### src/rtl/mul_sequencer.sv
// Shift-and-add multiplier sequencer: one operand bit per cycle, low WIDTH bits of the product.
// Optional MUL_SEQUENCER_EARLY_EXIT_EN: leave RUN as soon as the remaining multiplier is zero.
module mul_sequencer #(
  parameter int WIDTH = 32
) (
  input  logic             clk_i,
  input  logic             rst_i,
  input  logic             start_i,
  input  logic             flush_i,
  input  logic [WIDTH-1:0] src1_i,
  input  logic [WIDTH-1:0] src2_i,
  output logic             stall_o,
  output logic             busy_o,
  output logic             done_o,
  output logic [WIDTH-1:0] result_o
);

  localparam int CNT_W = $clog2(WIDTH) + 1;

  localparam logic [1:0] S_IDLE = 2'd0;
  localparam logic [1:0] S_RUN  = 2'd1;
  localparam logic [1:0] S_DONE = 2'd2;

  logic [1:0]       r_state;
  logic [WIDTH-1:0] r_mcand;
  logic [WIDTH-1:0] r_mplier;
  logic [WIDTH-1:0] r_acc;
  logic [CNT_W-1:0] r_cnt;
  logic [WIDTH-1:0] r_result;

  logic [WIDTH-1:0] w_acc_next;
  logic             w_last;
  logic             w_exit;
  logic             w_accept;

  assign w_acc_next = r_mplier[0] ? (r_acc + r_mcand) : r_acc;
  assign w_last     = (r_cnt == CNT_W'(WIDTH - 1));
  assign w_accept   = start_i && !flush_i;

`ifdef MUL_SEQUENCER_EARLY_EXIT_EN
  // Once the multiplier has shifted out to zero no further partial products can be added.
  assign w_exit = w_last || (r_mplier == '0);
`else
  assign w_exit = w_last;
`endif

  always_ff @(posedge clk_i or posedge rst_i) begin
    if (rst_i) begin
      r_state  <= S_IDLE;
      r_mcand  <= '0;
      r_mplier <= '0;
      r_acc    <= '0;
      r_cnt    <= '0;
      r_result <= '0;
    end else begin
      case (r_state)
        S_IDLE: begin
          if (w_accept) begin
            r_mcand  <= src1_i;
            r_mplier <= src2_i;
            r_acc    <= '0;
            r_cnt    <= '0;
            r_state  <= S_RUN;
          end
        end
        S_RUN: begin
          if (flush_i) begin
            r_state <= S_IDLE;
          end else begin
            r_acc    <= w_acc_next;
            r_mcand  <= r_mcand << 1;
            r_mplier <= r_mplier >> 1;
            r_cnt    <= r_cnt + CNT_W'(1);
            // The final partial product is folded in on the same edge that enters DONE.
            if (w_exit) begin
              r_state  <= S_DONE;
              r_result <= w_acc_next;
            end
          end
        end
        S_DONE:  r_state <= S_IDLE;
        default: r_state <= S_IDLE;
      endcase
    end
  end

  assign busy_o   = (r_state == S_RUN);
  assign done_o   = (r_state == S_DONE) && !flush_i;
  assign stall_o  = !rst_i && ((r_state == S_RUN) || ((r_state == S_IDLE) && w_accept));
  assign result_o = r_result;

endmodule

### config.mk
export PLATFORM = sky130hd
export DESIGN_NAME = mul_sequencer
export DESIGN_NICKNAME = d
export VERILOG_FILES = /design/src/rtl/mul_sequencer.sv
export SDC_FILE = /design/constraint.sdc
export NUM_CORES = 1
export LEC_CHECK = 0
export ABC_AREA = 1
export CAP_MARGIN = 20
export CORE_UTILIZATION = 57
export DETAILED_ROUTE_END_ITERATION = 10
export PLACE_DENSITY = 0.8
export SYNTH_ARGS = -nofsm -noshare
export SYNTH_HDL_FRONTEND = slang
export SYNTH_SLANG_ARGS = --single-unit
export TNS_END_PERCENT = 10
### constraint.sdc
create_clock -name clk_i -period 4.85 [get_ports clk_i]
set_input_delay 0.485 -clock clk_i [delete_from_list [all_inputs] [get_ports clk_i]]
set_output_delay 0.485 -clock clk_i [all_outputs]
set_load 0.02 [all_outputs]
==> impl_metrics.tcl, run 1 <==
set metrics [dict create \
    status "complete, no violations" \
    path_common_cell "clkdlybuf4s50_1" \
    syn_inst 1209 \
    dpl.hpwl_um 15700 \
    synth_seq_cells 136 \
    synth-simple-area-share_pct 28.1 \
    vias_per_cell 5.37 \
    core-area_um2 14500 \
    synth_common_cells "nand2_1, inv_1, dfrtp_1" \
    clock-root-buffer "clkbuf_16" \
    std_cell_rows 44 \
    nFillCells 1236 \
    overflow 0 \
    skew_ns 0.00814 \
    intPower_mw 2.82 \
    drtAntennaViolNets 0 \
    grt_first_pass_wirelength_um 35700 \
    cts_buffers 17 \
    finalSetupViolations 0 \
    max_freq_mhz 356 \
    cts.htree.levels 4 \
    chipWidth_um 124 \
    synth_top_area_share_pct 40.2 \
    hold_viol_final 0 \
    via_count 7988 \
    slew_headroom_pct 37.0 \
    synth_mux_area_share_pct 0 \
    holdWs_ns 0.481 \
    synth_compound_area_share_pct 13.4 \
    setup_tns_ns 0 \
    crit_required_ns 4.37 \
    cts_tree "done" \
    synth_top_family_by_area "simple AND/OR/NAND/NOR gates" \
    syn_avg_cell_area_um2 7.01 \
    period_minus_slack_ns 2.81 \
    fin_ws_ns 2.04 \
    cap_violations 0 \
    final_cells 1488 \
    finalCritPeriodShare_pct 57.9 \
    synthArstFlopShare_pct 100 \
    ios 103 \
    diodes 0 \
    ys.flop_type "dfrtp_1" \
    drive_gt1_share_pct 4.91 \
    clock-sinks 136 \
    cts-resized-gates 0 \
    port_buffers 102 \
    yosys.area_share.xor_xnor_pct 1.65 \
    synth_cell_type_count 32 \
    start_util_pct 58.3 \
    arrival_ns 2.32 \
    syn_nets 1310 \
    rsz0062_at_grt "false" \
    drv_slew 0 \
    worstPathMaxFanout 10 \
    ys_warn_count 0 \
    post-place-ws_ns 2.04 \
    power_frac_clock_pct 26.5 \
    p_leak_nw 5.33 \
    drc 0 \
    nNetsFinal 1392 \
    yosysSeqAreaShare_pct 40.2 \
    antenna_found_initial 0 \
    power_frac_comb_pct 40.7 \
    grt_max_degree 109 \
    place_congestion 0.945 \
    worstPathCellList "clkdlybuf4s50_1, nor3_4, inv_1, a21oi_1, clkdlybuf4s50_1" \
    drt_wl_total_um 21600 \
    path_class "primary input to output pin" \
    grt_pass1_vias 7515 \
    power_frac_seq_pct 32.8 \
    post-cts-setup-buffers 0 \
    p_sw_mw 1.99 \
    clock_path_buffers 2 \
    peakVddDrop_mv 0.291 \
    swShare_pct 41.4 \
    max_stage_delay_ns 0.62 \
    dieArea_um2 15400 \
    clock_latency_ns 0.43 \
    placed_cells 1456 \
    synth_area_leaders "dfrtp_1, nand2_1, inv_1" \
    postCtsHoldBufs 0 \
    area_growth_pct 19.8 \
    power_mw 4.81 \
    synth_area_um2 8470 \
    critPathBufInv 3 \
    grt.total_usage_pct 30.6 \
    synth-edff-count 0 \
    die_h_um 124 \
    yosysMostFrequentCell "nand2_1" \
    wl_per_cell_um 14.5 \
    worst_pin_slew_ns 0.944 \
    synthAdderAreaFrac_pct 4.96 \
    drt_iter0_drc 715 \
    p_per_area_nw_per_um2 474 \
    end_kind "output pin" \
    crit_path_start_kind "primary input" \
    post-synth-top-area-cell "dfrtp_1" \
    cts.clk_slew.worst_paths_ns 0.06 \
    min_path_type "flip-flop to flip-flop" \
    critPathTopFamily "buffers and inverters" \
    first_pass_iters 5 \
    crit_slowest_cell "clkdlybuf4s50_1" \
]
==> cells by family (layout without fill, tap and decap cells) <==
logic type	Yosys count	count (layout)
buffers and inverters	252	347
and+or+nand+nor	582	582
DFF	136	136
AOI/OAI and AO/OA	190	190
adders and majority gates	33	33
xor gates and xnor gates	16	16
==> power by group through the flow <==
| stage | Sequential, mW | Clock [mW] | Combinational, mW |
|---|---|---|---|
| 6_report | 1.58 | 1.27 | 1.95 |
| 3_5_place_dp | 1.59 | 0 | 1.91 |
| 3_3_place_gp | 1.58 | 0 | 1.87 |
| 5_1_grt | 1.60 | 1.33 | 2.23 |
| 4_1_cts | 1.57 | 1.28 | 1.93 |
| 2_1_floorplan | 1.50 | 0 | 1.50 |
==> registers in the layout, summed over array words and instances, names as in the netlist <==
register  cells
r_acc        32
r_mcand      32
r_mplier     32
result_o     32
r_cnt         6
r_state       2
==> cells in the final DEF (no fill, tap or decap), drive strengths merged, types with 3 or more instances in the layout <==
cell and count:
inv 210, o211ai 60, nand3 94, nor2 47
o21bai 3, a22oi 4, nand4 3, clkdlybuf4s50 102
clkbuf 19, nor3 6, clkinv 5, or2 16
o22ai 7, a21oi 23, ha 32, xor2 7
xnor2 9, o21ai 89, nand2 415, dfrtp 136
buf 8
==> worst min-delay path, cell delays in order, from the launching register on <==
cell     delay [ns]
dfrtp_1        0.34
nand2_1        0.05
o21ai_0        0.05
==> metrics by stage <==
| stage | utilization, % | area [µm²] |
|---|---|---|
| finish | 69.8 | 10100 |
| global route | 69.8 | 10100 |
| global placement | 65.9 | 9570 |
| CTS | 69.8 | 10100 |
| detailed placement | 65.9 | 9570 |
| floorplan | - | 8470 |
==> layout make-up <==
cell class              count  area [µm²]  area share [%]
inverters                 205         776            7.64
repair buffers            110        1080            10.7
clock buffers              19         443            4.36
clock inverters            13         135            1.33
well taps                 184         230            2.27
multi-input cells         821        4080            40.2
flip-flops and latches    136        3400            33.5
==> layer usage <==
metal	GRT usage (%)	vias to the layer above	wire length [µm]
met5	0	-	0
met4	11.2	0	629
met3	7.78	46	1600
met2	47.3	262	9740
met1	41.5	3688	9610
li1	-	3992	-
==> worst paths after layout <==
path,from,to,slack (ns),cells past startpoint
setup / recovery,flush_i,stall_o,2.04,5
hold / removal,result_o[5],result_o[5],0.48,2
setup reg to reg,r_state[1],r_mplier[0],2.36,9
hold reg to reg,result_o[5],result_o[5],0.48,2
max in group asynchronous,rst_i,r_mplier[19],3.20,3
min in group asynchronous,rst_i,r_mcand[24],0.69,2
Note: power is estimated with default switching activity, not from simulation.
==> run 2, diff against run 1 <==
--- a/config.mk
+++ b/config.mk
@@ -7,9 +7,9 @@
 export LEC_CHECK = 0
 export ABC_AREA = 1
 export CAP_MARGIN = 20
-export CORE_UTILIZATION = 57
+export CORE_UTILIZATION = 51
 export DETAILED_ROUTE_END_ITERATION = 10
-export PLACE_DENSITY = 0.8
+export PLACE_DENSITY = 0.76
 export SYNTH_ARGS = -nofsm -noshare
 export SYNTH_HDL_FRONTEND = slang
 export SYNTH_SLANG_ARGS = --single-unit
==> constraint.sdc (replaced) <==
create_clock -name clk_i -period 2.3 [get_ports clk_i]
set_input_delay 0.23 -clock clk_i [delete_from_list [all_inputs] [get_ports clk_i]]
set_output_delay 0.23 -clock clk_i [all_outputs]
set_load 0.02 [all_outputs]
==> run 2 against run 1 <==
Effect of this change:
- sequential cell count stayed put
- hold slack worse by 0.29 ns
- final cell count is 2.7% higher
==> impl_metrics.tcl, run 2 (same netlist as run 1, synthesis figures left out) <==
set metrics [dict create \
    port_buffers 102 \
    min_path_type "primary input to async pin" \
    crit_path_start_kind "flip-flop" \
    crit_start "r_mcand[2]" \
    use_met1_pct 39.2 \
    std_cell_rows 46 \
    via_count 7997 \
    postLayoutCoreUtil_pct 64.5 \
    worst_pin_slew_ns 0.585 \
    cts_tree "done" \
    place_congestion 0.947 \
    clock_latency_ns 0.43 \
    nNetsFinal 1400 \
    grt_pass1_vias 7567 \
    clock_path_buffers 2 \
    drc 0 \
    r2r_start "r_mcand[2]" \
    path_class "flip-flop to flip-flop" \
    first_pass_iters 5 \
    p_per_area_nw_per_um2 1000 \
    clock-sinks 136 \
    worstPathMaxFanout 7 \
    final_common_cell "nand2_1" \
    grt_first_pass_wirelength_um 36800 \
    max_freq_mhz 443 \
    p_leak_nw 5.43 \
    die_h_um 131 \
    hold_viol_final 0 \
    core-area_um2 16100 \
    clock-root-buffer "clkbuf_16" \
    grt.met2_usage_pct 43.8 \
    grt_busiest_layer "met2" \
    status "complete, no violations" \
    drtAntennaViolNets 0 \
    antenna_found_initial 0 \
    grt.total_usage_pct 28.2 \
    drv_slew 0 \
    finalSetupViolations 0 \
    end_kind "flip-flop" \
    drive_gt1_share_pct 6.10 \
    arrival_ns 2.56 \
    cts_buffers 17 \
    grt_max_degree 116 \
    crit_required_ns 2.60 \
    drt_iter0_drc 604 \
    diodes 0 \
    post-cts-setup-buffers 0 \
    power_mw 10.4 \
    post-place-ws_ns 0.0463 \
    cts.htree.levels 4 \
    cap_violations 0 \
    slew_headroom_pct 60.9 \
    use_met3_pct 6.39 \
    finalCritPeriodShare_pct 98.1 \
    wl_per_cell_um 14.8 \
    final_cell_mix "nand2_1, inv_1, dfrtp_1, clkdlybuf4s50_1, nand3_1" \
    dpl.hpwl_um 16400 \
    start_util_pct 52.8 \
    skew_ns 0.00967 \
    fin_ws_ns 0.0433 \
    ios 103 \
    area_growth_pct 22.3 \
    drt_wl_total_um 22600 \
    cts.clk_slew.worst_paths_ns 0.06 \
    vias_per_cell 5.23 \
    period_minus_slack_ns 2.26 \
    peakVddDrop_mv 0.630 \
    dieArea_um2 17100 \
    holdWs_ns 0.187 \
    overflow 0 \
    chipWidth_um 131 \
]
==> run 2: changes by cell type in the layout (fill, tap and decap cells not counted), sizes merged <==
cell           change
buf                +8
inv                -4
clkinv             +2
bufinv             +1
clkdlybuf4s50      -1
clkinvlp           +1
dlymetal6s2s       +1
==> run 2: report_power, final <==
part	switching, mW	total, mW	internal, mW
clock network	1.13	2.77	1.64
logic	2.73	4.27	1.54
registers	0.411	3.32	2.91
==> run 2: layer usage <==
| layer | vias up | share of wire (%) | wire, µm |
|---|---|---|---|
| li1 | 4022 | - | - |
| met1 | 3720 | 47 | 10500 |
| met2 | 227 | 45 | 10200 |
| met3 | 28 | 6.6 | 1490 |
| met4 | 0 | 1.7 | 379 |
| met5 | - | 0 | 0 |
==> run 2: final timing paths <==
| kind | to | slack, ns | cells past startpoint |
|---|---|---|---|
| min in group clk_i | r_mplier[31] | 0.39 | 3 |
| max in group asynchronous | result_o[17] | 1.40 | 3 |
| max reg2reg | result_o[13] | 0.04 | 10 |
| max | result_o[13] | 0.04 | 10 |
| min reg2reg | result_o[7] | 0.48 | 2 |
| min | r_mcand[30] | 0.19 | 2 |
==> run 2: what timing repair did <==
action / CTS / global route
endpoints found under the hold margin: 0 / 0
endpoints found under the setup margin: 0 / 27
gates resized for setup: 0 / 9
hold buffers: 0 / 0
==> run 2: cell type report <==
type | count | area, µm²
well taps | 216 | 270
flip-flops and latches | 136 | 3400
clock inverters | 13 | 145
multi-input cells | 821 | 4120
inverters | 205 | 774
clock buffers | 19 | 443
repair buffers | 118 | 1210
fillers | 1418 | 5700
==> run 2: through the flow <==
| step | instances | cell area (µm²) | setup TNS (ns) |
|---|---|---|---|
| 2_1_floorplan | 1209 | 8480 | 0 |
| 3_3_place_gp | 1496 | 9730 | 0 |
| 4_1_cts | 1528 | 10300 | 0 |
| 3_5_place_dp | 1496 | 9730 | 0 |
| 6_report | 1528 | 10400 | 0 |
| 5_1_grt | 1528 | 10400 | -0.00946 |
==> run 2: critical path, stage by stage (launching register included) <==
cell      delay, ns
dfrtp_1        0.40
ha_1           0.40
or2_2          0.35
nand3_1        0.08
nand2_1        0.08
nand2_1        0.08
nand2_1        0.15
xor2_2         0.26
nand2_1        0.13
o211ai_1       0.14
nand2_1        0.08
==> edit: new RTL, flow settings as in run 1 <==
Set the parameter `WIDTH` to 16 (it was 32).
--- a/src/rtl/mul_sequencer.sv
+++ b/src/rtl/mul_sequencer.sv
@@ -1,7 +1,7 @@
 // Shift-and-add multiplier sequencer: one operand bit per cycle, low WIDTH bits of the product.
 // Optional MUL_SEQUENCER_EARLY_EXIT_EN: leave RUN as soon as the remaining multiplier is zero.
 module mul_sequencer #(
-  parameter int WIDTH = 32
+  parameter int WIDTH = 16
 ) (
   input  logic             clk_i,
   input  logic             rst_i,
Interface: changed (resized result_o, src1_i and src2_i); port bits go from 103 to 55. No check against the original RTL was run, so the function may have changed too.
==> edit against run 1 <==
Combinational power shrank 59%. Power shrank 57%. Critical path depth shrank 1. Synthesized area shrank 52%. Worst hold slack gained 0.0045 ns. Highest routed layer unchanged. Worst setup slack gained 0.23 ns. Clock power shrank 64%. Largest power group is now sequential cells. Final cell count shrank 55%. Sequential cell count shrank 65. Wire length shrank 59%. Cell area shrank 52%. Count of clock-buffer cells in the layout shrank 9.
==> edit: results (changes against run 1) <==
[run_status]
run_status = complete, no violations

[power]
worst_ir_drop_vdd_uv = 191  ; -34%

[logic_synthesis]
synth.area.top_cells = sky130_fd_sc_hd__dfrtp_1, sky130_fd_sc_hd__nand2_1, sky130_fd_sc_hd__inv_1
synth_cell_types = 36  ; +13%
syn_inst = 526  ; -56%
yosys-top-cells-count = sky130_fd_sc_hd__nand2_1, sky130_fd_sc_hd__inv_1, sky130_fd_sc_hd__dfrtp_1, sky130_fd_sc_hd__nand3_1, sky130_fd_sc_hd__o21ai_1
ys_seq_area_frac = 0.435  ; +0.0332

[global_routing]
grt_pass1_vias = 3233  ; -57%
grt_first_pass_wirelength_mm = 15.1  ; -58%
maximum_number_of_pins_on_one_net_before_global_route_repair = 55  ; -50%

[critical_path]
critPathArrivalTime_ns = 2.10  ; -0.22 ns
crit_path_max_fanout = 34  ; +24

[placed_design]
buffer_ports.inserted = 54  ; -47%
detailedPlace.worstSlack_ns = 2.37  ; +0.331 ns
place.gp.congestion = 0.852  ; -9.9%
dp.final_hpwl_mm = 6.26  ; -60%

[timing]
relSlewSlack = 0.400  ; +0.0295
final.setup_skew_ns = 0.00610  ; -0.00203 ns

[route]
initialDrtViolationCount = 214  ; -70%
routed_via_density = 5.24  ; -2.3%
routed_wirelength_mm = 8.82  ; -59%
drt_first_pass_iters = 4  ; -1

[cells_and_area]
post_route_cells_drive_above_1_share = 0.0641  ; +0.0150
n_fill_cell = 598  ; -52%
finish.net_count = 628  ; -55%

[cts]
cts_root_buffer = sky130_fd_sc_hd__clkbuf_8

[edit: changes by cell type after synthesis, moves of 26 or more]
cell                       delta
sky130_fd_sc_hd__nand2_1    -252
sky130_fd_sc_hd__inv_1      -118
sky130_fd_sc_hd__dfrtp_1     -65
sky130_fd_sc_hd__o21ai_0     -64
sky130_fd_sc_hd__nand3_1     -57
sky130_fd_sc_hd__o211ai_1    -44
sky130_fd_sc_hd__nor2_1      -31
sky130_fd_sc_hd__clkbuf_1    -26
[edit: layout make-up]
class | instances | share of cell area
clock buffers | 10 | 0.0285
clock inverters | 4 | 0.00985
inverters | 88 | 0.0684
multi-input cells | 349 | 0.387
flip-flops and latches | 71 | 0.368
well taps | 96 | 0.0249
repair buffers | 55 | 0.114
[edit: per-stage QoR]
stage          instance area (um^2)   util
3_3_place_gp                   4640  0.676
4_1_cts                        4830  0.703
3_5_place_dp                   4640  0.676
5_1_grt                        4830  0.703
2_1_floorplan                  4090      -
6_report                       4830  0.703
[edit: path summary, 6_finish.rpt]
kind	start	end	slack, ns
worst min register to register	result_o[10]	result_o[10]	0.49
min in group asynchronous	rst_i	r_mcand[15]	0.55
worst min-delay path	result_o[10]	result_o[10]	0.49
max in group asynchronous	rst_i	result_o[3]	3.33
worst max register to register	r_state[1]	result_o[9]	2.49
worst max-delay path	r_state[1]	stall_o	2.27
[edit: worst register-to-register path, stage by stage (launching register included)]
cell and delay, ns:
sky130_fd_sc_hd__dfrtp_1 0.47, sky130_fd_sc_hd__nor2_8 0.40, sky130_fd_sc_hd__nand2_4 0.30, sky130_fd_sc_hd__inv_2 0.29, sky130_fd_sc_hd__nand2_2 0.35, sky130_fd_sc_hd__inv_2 0.31
sky130_fd_sc_hd__nand3_1 0.12, sky130_fd_sc_hd__nand2_1 0.07
[edit: kinds of logic (layout without fill, tap and decap cells)]
group / Yosys count / in the layout / share of synthesized area
simple gates: 241 / 241 / 0.258
buf+inv: 106 / 157 / 0.108
compound gates: 83 / 83 / 0.126
flops: 71 / 71 / 0.435
fa+ha+maj: 18 / 18 / 0.0570
xor+xnor: 5 / 5 / 0.0107
mux: 2 / 2 / 0.00490
[edit: per-layer routing]
layer | routed length, um | global-route usage
met1 | 4190 | 0.363
met2 | 4030 | 0.400
met3 | 451 | 0.0371
met4 | 148 | 0.126
met5 | 0 | 0
[edit: power by group through the flow]
stage | Clock (mW) | Combinational [mW] | Sequential [mW]
5_1_grt | 0.488 | 0.909 | 0.828
3_5_place_dp | 0 | 0.782 | 0.820
6_report | 0.460 | 0.792 | 0.813
2_1_floorplan | 0 | 0.639 | 0.777
4_1_cts | 0.468 | 0.789 | 0.811
3_3_place_gp | 0 | 0.759 | 0.815
